--- src/rtl/layer_compositor.sv ---
// -----------------------------------------------------------------------------
// layer_compositor
//
// Purpose:
//   Priority compositor for N_LAYERS sprite layers, with a collision detector
//   between two layer groups (A = projectiles, B = targets/walls). A collision
//   is confirmed after CONFIRM_CNT consecutive overlap pixels. One hit is
//   reported per overlap run, tagged with the coordinate of the run's first
//   pixel.
//
// Ports:
//   clk          system clock
//   rst_n        asynchronous active-low reset
//   lcd_xpos     current pixel x coordinate (12 bit)
//   lcd_ypos     current pixel y coordinate (12 bit)
//   frame_start  one-cycle pulse on the first pixel of a frame
//   freeze       suspends hit detection while high
//   layer_valid  per-layer pixel valid, bit 0 = highest priority
//   layer_pixel  per-layer RGB888, layer i at [24i+23:24i]
//   lcd_data     composited pixel, one clock after the inputs
//   hit_valid    one-cycle pulse on a confirmed collision
//   hit_x/hit_y  first pixel of the confirmed overlap run
//   hit_layers   layer_valid snapshot at the confirming pixel
//   hit_count    (HIT_COUNT_EN only) saturating 8-bit hit counter,
//                cleared by frame_start
//
// Build option:
//   HIT_COUNT_EN  adds the hit_count output and its counter.
// -----------------------------------------------------------------------------
module layer_compositor #(
  parameter int                  N_LAYERS    = 8,
  parameter int                  CONFIRM_CNT = 2,
  parameter logic [N_LAYERS-1:0] A_MASK      = 8'h08,
  parameter logic [N_LAYERS-1:0] B_MASK      = 8'h70,
  parameter logic [23:0]         BG_COLOR    = 24'h030307
) (
  input  logic                   clk,
  input  logic                   rst_n,
  input  logic [11:0]            lcd_xpos,
  input  logic [11:0]            lcd_ypos,
  input  logic                   frame_start,
  input  logic                   freeze,
  input  logic [N_LAYERS-1:0]    layer_valid,
  input  logic [24*N_LAYERS-1:0] layer_pixel,
  output logic [23:0]            lcd_data,
  output logic                   hit_valid,
  output logic [11:0]            hit_x,
  output logic [11:0]            hit_y,
  output logic [N_LAYERS-1:0]    hit_layers
`ifdef HIT_COUNT_EN
  ,
  output logic [7:0]             hit_count
`endif
);

  localparam logic [2:0] CONFIRM_C = 3'(CONFIRM_CNT);

  logic [23:0]         lcd_data_d,   lcd_data_q;
  logic [2:0]          cnt_d,        cnt_q;
  logic [11:0]         cand_x_d,     cand_x_q;
  logic [11:0]         cand_y_d,     cand_y_q;
  logic                hit_valid_d,  hit_valid_q;
  logic [11:0]         hit_x_d,      hit_x_q;
  logic [11:0]         hit_y_d,      hit_y_q;
  logic [N_LAYERS-1:0] hit_layers_d, hit_layers_q;
  logic                overlap;
  logic [2:0]          cnt_inc;

  // Scan from lowest priority to highest so the lowest valid index wins.
  always_comb begin
    lcd_data_d = BG_COLOR;
    for (int i = N_LAYERS - 1; i >= 0; i--) begin
      if (layer_valid[i]) lcd_data_d = layer_pixel[24*i +: 24];
    end
  end

  assign overlap = (|(layer_valid & A_MASK)) && (|(layer_valid & B_MASK));
  assign cnt_inc = cnt_q + 3'd1;

  always_comb begin
    cnt_d        = cnt_q;
    cand_x_d     = cand_x_q;
    cand_y_d     = cand_y_q;
    hit_valid_d  = 1'b0;
    hit_x_d      = hit_x_q;
    hit_y_d      = hit_y_q;
    hit_layers_d = hit_layers_q;
    if (frame_start) begin
      cnt_d = 3'd0;
    end else if (!freeze) begin
      if (overlap) begin
        if (cnt_q == 3'd0) begin
          cand_x_d = lcd_xpos;
          cand_y_d = lcd_ypos;
        end
        // Once saturated the counter sits at CONFIRM_C, so the equality
        // below can only fire once per run.
        if (cnt_q != CONFIRM_C) begin
          cnt_d = cnt_inc;
          if (cnt_inc == CONFIRM_C) begin
            hit_valid_d  = 1'b1;
            // A run of length one has no registered candidate yet.
            hit_x_d      = (cnt_q == 3'd0) ? lcd_xpos : cand_x_q;
            hit_y_d      = (cnt_q == 3'd0) ? lcd_ypos : cand_y_q;
            hit_layers_d = layer_valid;
          end
        end
      end else begin
        cnt_d = 3'd0;
      end
    end
  end

  always_ff @(posedge clk or negedge rst_n) begin
    if (!rst_n) begin
      lcd_data_q   <= '0;
      cnt_q        <= '0;
      cand_x_q     <= '0;
      cand_y_q     <= '0;
      hit_valid_q  <= 1'b0;
      hit_x_q      <= '0;
      hit_y_q      <= '0;
      hit_layers_q <= '0;
    end else begin
      lcd_data_q   <= lcd_data_d;
      cnt_q        <= cnt_d;
      cand_x_q     <= cand_x_d;
      cand_y_q     <= cand_y_d;
      hit_valid_q  <= hit_valid_d;
      hit_x_q      <= hit_x_d;
      hit_y_q      <= hit_y_d;
      hit_layers_q <= hit_layers_d;
    end
  end

  assign lcd_data   = lcd_data_q;
  assign hit_valid  = hit_valid_q;
  assign hit_x      = hit_x_q;
  assign hit_y      = hit_y_q;
  assign hit_layers = hit_layers_q;

`ifdef HIT_COUNT_EN
  logic [7:0] hit_count_d, hit_count_q;

  // Counts the registered pulse; frame_start wins over a coincident pulse.
  always_comb begin
    hit_count_d = hit_count_q;
    if (frame_start) begin
      hit_count_d = 8'd0;
    end else if (hit_valid_q && (hit_count_q != 8'hFF)) begin
      hit_count_d = hit_count_q + 8'd1;
    end
  end

  always_ff @(posedge clk or negedge rst_n) begin
    if (!rst_n) hit_count_q <= '0;
    else        hit_count_q <= hit_count_d;
  end

  assign hit_count = hit_count_q;
`endif

endmodule

--- config.mk ---
export PLATFORM = sky130hd
export DESIGN_NAME = layer_compositor
export DESIGN_NICKNAME = d
export VERILOG_FILES = /design/src/rtl/layer_compositor.sv
export SDC_FILE = /design/constraint.sdc
export NUM_CORES = 1
export LEC_CHECK = 0
export CORE_UTILIZATION = 25
export CTS_BUF_LIST = sky130_fd_sc_hd__clkbuf_2 sky130_fd_sc_hd__clkbuf_4 sky130_fd_sc_hd__clkbuf_8
export DETAILED_ROUTE_END_ITERATION = 10
export SYNTH_ARGS = -nofsm -noshare
export SYNTH_HDL_FRONTEND = slang
export SYNTH_SLANG_ARGS = --single-unit
--- constraint.sdc ---
create_clock -name clk -period 3.1 [get_ports clk]
set_clock_uncertainty 0.05 [all_clocks]
set_input_delay 0.31 -clock clk [delete_from_list [all_inputs] [get_ports clk]]
set_output_delay 0.31 -clock clk [all_outputs]
set_load 0.01 [all_outputs]
==> results.txt <==
For the number of global-route vias before repair, the log shows 5144. The delay of the slowest critical-path stage works out to 500 ps. TritonCTS built the clock tree. For this block, the via count after detailed routing is 4877. Entering global routing, the biggest net connects 67 pins. Of all nets on the critical path, the largest fanout is 32.

The logs give 0 for the max-slew violation total from the final report and 49 for the row count. For the finished layout, the period the worst path requires is 2240 ps. The number of nets in the synthesized netlist is 694. In the synthesized netlist, the number of instances is 462.

Post-CTS repair changed the size of 0 cells. Power spread over the standard cell area amounts to 414 nW/µm². The tools report the number of hold-slack violations in the final timing report as 0.

On the critical path, the stage with the largest delay is an instance of o2111ai_4. The number of antenna diodes in the final layout is 0. The worst-case IR drop observed on VDD is 0.152 mV.

The internal reg-to-reg setup slack was 860 ps; the number of instances in the placed design was 950. The detailed-route vias per instance works out to 5.05. The signal on the critical path passes through inv_1 > ha_1 > nor3_1 > o2111ai_4 > buf_12 > o21ai_0. DRC violation count after routing: 18.

For this design, the CTS-stage hold fixing added 0 buffers. The run gives 285 as the count of pins on the block boundary. The H-tree generated during clock tree synthesis spans 3 levels.

Ratio of cells with drive above 1 in the final layout: 0.0963. In this run the remaining antenna-violating nets after routing total 0. The proportion of synthesized flip-flops having asynchronous set or reset was 1.00.

The run finished, with violations left. Relative to the synthesized area, the layout overhead comes to 70.1%. The slew of the pin with the lowest slew margin works out to 1370 ps. The core region is 18100 µm². For the static power due to leakage, the log shows 0.00327 µW. Number of buffer cells added on primary ports: 284.

The logs give 0.0868 for the worst slew margin relative to its limit and 46 for the count of distinct cell types in the synthesized netlist. The final estimated routing congestion in global placement was 0.940. The number of enable-type register cells in the synthesized netlist works out to 0. The worst setup path is launched from a register. Dividing the synthesized area by the synthesized cell count gives 10.0 µm².

The data required time of the worst path is 3320 ps, and the number of sinks driven by the clock tree is 84. Number of iterations in the first detailed-routing pass: 8. The worst setup path is captured at a register.

The run gives 360 ps as the source-to-sink clock delay at the later pin of the worst-skew pair. The critical path is of the register to register type. The height of the die was 138 µm.

The data arrival time of the critical path was 2470 ps. The type of the worst min-delay path was input port to asynchronous set/reset pin. The ratio of final minimum period to clock period works out to 0.724.

For this run, the number of standard cells in the final layout without fillers is 966. Clock tree synthesis inserted a total of 9 buffers. The part of the Yosys area used for sequential elements was 0.453. The clock passes through at most 2 buffers. After legalization and detailed placement, the total HPWL measured 15.0 mm. Tracing the worst setup path back leads to its startpoint at cnt_q[0]$_DFFE_PN0P_. Sorting the synthesized cells by area gives the leading types as dfrtp_1 45%, mux2_2 5.8%, o21ai_0 5.6%.

The average wire length per cell after detail routing was 20.0 µm. The floorplan die area is 19100 µm². Static timing analysis puts the maximum clock frequency at 445 MHz.

Share of Yosys cell area claimed by the top area cell type: 0.453. The number of failing setup endpoints in the final timing report was 0. For this run, the number of Yosys warnings is 0.

Clock-pin slew was measured on the worst setup and hold paths at 100 ps. The library cell occupying the most area in the post-synthesis netlist was dfrtp_1. The worst slack on hold paths was 8.19 ps. The cell at the root of the clock tree was clkbuf_8. Counting flops and latches in the post-synthesis netlist gives 84. The global-route usage over all layers was 0.201.

In this run the horizontal extent of the chip is 138 µm. The final net count was 964. The most used flip-flop cell after synthesis is dfrtp_1. The logs give 0.257 for the initial cell density of the core and 19.4 mm for the overall routed net length.

The launch point of the worst reg-to-reg path was cnt_q[0]$_DFFE_PN0P_. The checks that failed: DRC. The total power consumption of the routed design came out at 3270 µW. For the reported max-cap violation count, the log shows 0. The number of antenna violations at the first check in global routing was 0; the setup TNS after final layout was 0 ps. Setup repair after global routing left no endpoint under its margin. Summing every instance area after synthesis gives 4640 µm².

The first global-routing pass estimated 28.9 mm of wire. After the first detailed-routing iteration, the DRC count stood at 194. Buffers added to address setup during post-CTS repair amount to 0. Total overflow reported by the global router: 0.
## layer usage
layer | GRT usage | routed length [µm]
met5 | 0 | 0
met4 | 0.102 | 722
met3 | 0.0495 | 1370
met2 | 0.358 | 9890
met1 | 0.223 | 7380
## kinds of logic after synthesis
| kind of cell | after synthesis | synth area share |
|---|---|---|
| flops | 84 | 0.453 |
| compound gates | 172 | 0.263 |
| simple gates | 99 | 0.100 |
| fa+ha+maj | 4 | 0.0108 |
| mux | 52 | 0.123 |
| buf+inv | 51 | 0.0501 |
## cells in the mapped netlist (all sizes together) (2+ instances only)
master,instances
and2b,2
buf,17
a21oi,21
inv,15
ha,4
o41a,14
dfrtp,84
nand2,49
nand2b,3
o221ai,9
clkbuf,19
a31oi,7
o22ai,7
o21ai,61
a22oi,14
a221oi,22
mux2,28
and2,2
o2111ai,2
nor2,18
mux2i,24
o21a,2
a221o,7
nor2b,19
## flip-flops by register name, indices dropped and copies added, names as in the netlist
name	count
hit_x	12
cnt_q	3
hit_y	12
lcd_data	24
hit_valid	1
cand_x_q	12
cand_y_q	12
hit_layers	8
## worst paths after layout
check	to	cells past startpoint
hold reg to reg	hit_x[9]$_DFFE_PN0P_	2
setup reg to reg	hit_x[2]$_DFFE_PN0P_	6
hold / removal	hit_y[7]$_DFFE_PN0P_	1
setup / recovery	hit_x[2]$_DFFE_PN0P_	6
max in group asynchronous	lcd_data[5]$_DFF_PN0_	2
min in group clk	cnt_q[2]$_DFFE_PN0P_	4
## final cells by class
type	count	area, µm²
Fill cell	1708	10200
Clock buffer	10	131
Tap cell	229	287
Sequential cell	84	2100
Clock inverter	6	62.6
Timing Repair Buffer	295	2930
Inverter	15	56.3
Multi-Input combinational cell	327	2320
## cell usage in the layout, fill, tap and decap left out, types with 3 or more instances in the layout
cell type / instances
nor2_1: 17
ha_1: 4
inv_1: 13
a21oi_1: 21
o22ai_1: 7
nand2b_1: 3
o41a_1: 14
clkdlybuf4s50_1: 282
nand2_1: 49
clkinv_2: 3
o21ai_2: 7
a221o_1: 7
mux2_2: 24
a22oi_1: 14
a221oi_1: 22
dfrtp_1: 84
nor2b_1: 18
clkbuf_8: 9
mux2_4: 4
a31oi_1: 7
buf_4: 11
o21ai_0: 52
o221ai_1: 9
mux2i_1: 24
## worst max-delay path, delay by kind of cell (launching register included)
kind / cells / cell delay, ps
fa+ha+maj: 1 / 240
flops: 1 / 400
simple gates: 1 / 320
buf+inv: 2 / 460
compound gates: 2 / 690
## report_power, final
group / internal (µW) / leakage [µW] / switching (µW)
Sequential: 1290 / 0.00104 / 94.6
Combinational: 655 / 0.00213 / 421
Clock: 382 / 0.000104 / 422
Total: 2330 / 0.00327 / 938
## metrics by stage
stage,cell area (µm²),setup WS (ps),util
after floorplan,4640,1340,-
after global placement,7700,614,0.426
after detailed placement,7700,587,0.426
after CTS,7890,820,0.436
after global routing,7890,588,0.436
final,7890,855,0.436
No activity file was read; power rests on OpenSTA's default activity.
==> RTL edit, RTL diff (same settings) <==
Set the parameter `N_LAYERS` to 12 (it was 8).
--- a/src/rtl/layer_compositor.sv
+++ b/src/rtl/layer_compositor.sv
@@ -28,7 +28,7 @@
 //   HIT_COUNT_EN  adds the hit_count output and its counter.
 // -----------------------------------------------------------------------------
 module layer_compositor #(
-  parameter int                  N_LAYERS    = 8,
+  parameter int                  N_LAYERS    = 12,
   parameter int                  CONFIRM_CNT = 2,
   parameter logic [N_LAYERS-1:0] A_MASK      = 8'h08,
   parameter logic [N_LAYERS-1:0] B_MASK      = 8'h70,
Ports: changed (resized hit_layers, layer_pixel and layer_valid); port bits go from 285 to 389. No check against the original RTL was run, so the function may have changed too.
==> RTL edit against the original RTL <==
  * Count of clock-buffer cells in the layout fell by 1
  * First-iteration DRC count is 59% higher
  * Synthesized area rose by 31%
  * Setup slack worse by 0.038 ns
  * Global-route usage up 3.8 points
  * Total power rose by 13%
  * Routed wire length increased by 57%
  * Sequential cell count grew 4
  * Sequential power up 5%
  * Design area rose by 32%
==> RTL edit: results (changes against the original RTL) <==
pre_cts_slack_ns: 0.4760  # was 0.5872 ns
holdCritPathClass: "input pin to flop"  # was input pin to async pin
start_util_pct: 25.70  # was 25.66%
outcome: "finished, final reports clean"  # was finished with violations
ys_top_cells_by_count: "dfrtp_1 (88), mux2_2 (61), a221oi_1 (39), clkbuf_1 (28), a221o_1 (27)"  # was dfrtp_1 (84), o21ai_0 (52), nand2_1 (49), mux2_2 (24), mux2i_1 (24)
vias: 6713  # was 4877
muxShareOfSynthArea_pct: 15.52  # was 12.29%
firstDrtPassIters: 5  # was 8
placed_area_um2: 10260  # was 7700 µm²
grt_pass1_vias: 6830  # was 5144
arrival_ns: 2.53  # was 2.47 ns
synth.area.top_cells: "dfrtp_1 (36%), mux2_2 (11%), a221oi_1 (5.6%)"  # was dfrtp_1 (45%), mux2_2 (5.8%), o21ai_0 (5.6%)
drive_gt1_share_pct: 14.17  # was 9.634%
leakage_nw: 4.026  # was 3.274 nW
antenna_found_initial: 1  # was 0
drt_iter0_markers: 308  # was 194
crit_path_max_fanout: 11  # was 32
ys_types: 58  # was 46
tightest_slew_ns: 1.135  # was 1.367 ns
powerDensity_nw_per_um2: 353.5  # was 413.8 nW/µm²
timing.hold.ws_ns: 0.3975  # was 0.008189 ns
postCtsHoldBufs: 1  # was 0
ys_seq_area_share_pct: 36.18  # was 45.30%
grt_util_met2_pct: 42.21  # was 35.79%
gr-usage-met1_pct: 28.76  # was 22.27%
slowest_stage: "clkdlybuf4s50_1"  # was o2111ai_4
slowest_delay_ns: 0.81  # was 0.50 ns
wirelength_um: 30420  # was 19360 µm
peakVddDrop_mv: 0.2485  # was 0.1521 mV
wl_met2_um: 15260  # was 9886 µm
wl_per_cell_um: 23.63  # was 20.04 µm
met3_usage_pct: 5.913  # was 4.953%
grt_max_degree: 57  # was 67
multi_input_area_um2: 3523  # was 2325 µm²
powerComb_mw: 1.47  # was 1.08 mW
switchingPower_mw: 1.140  # was 0.9385 mW
wl_met1_um: 12200  # was 7377 µm
hpwl_um: 24040  # was 15000 µm
wl_met3_um: 2443  # was 1372 µm
power_frac_seq_pct: 39.6  # was 42.4%
synthAdderAreaFrac_pct: 0.8222  # was 1.078%
setup_slack_ns: 0.8167  # was 0.8551 ns
grtUsageTotal_pct: 23.89  # was 20.09%
ff2ff_setup_slack_ns: 0.90  # was 0.86 ns
gp_congestion: 0.9239  # was 0.9402
==> RTL edit: area by class of cell <==
class                   count  area share, %
repair buffers            414          38.78
multi-input cells         424          33.74
flip-flops and latches     88          21.09
well taps                 319          3.823
clock buffers               9          1.186
inverters                  26         0.9347
clock inverters             6         0.4194
diodes                      1        0.02397
==> RTL edit: path summary, 6_finish.rpt <==
| kind | startpoint | end | cells past startpoint |
|---|---|---|---|
| setup / recovery | layer_valid[2] | lcd_data[19] | 5 |
| hold / removal | layer_valid[0] | lcd_data[20] | 4 |
| setup reg to reg | cnt_q[0] | hit_y[5] | 6 |
| hold reg to reg | hit_layers[3] | hit_layers[3] | 1 |
| max in group asynchronous | rst_n | cand_y_q[11] | 3 |
| min in group asynchronous | rst_n | hit_x[5] | 2 |
==> RTL edit: critical path: cells and delay by family <==
family                 cells  cell delay [ns]
buffers and inverters      2             1.07
AND/OR/NAND/NOR            1             0.68
AO/OA/AOI/OAI              2             0.45
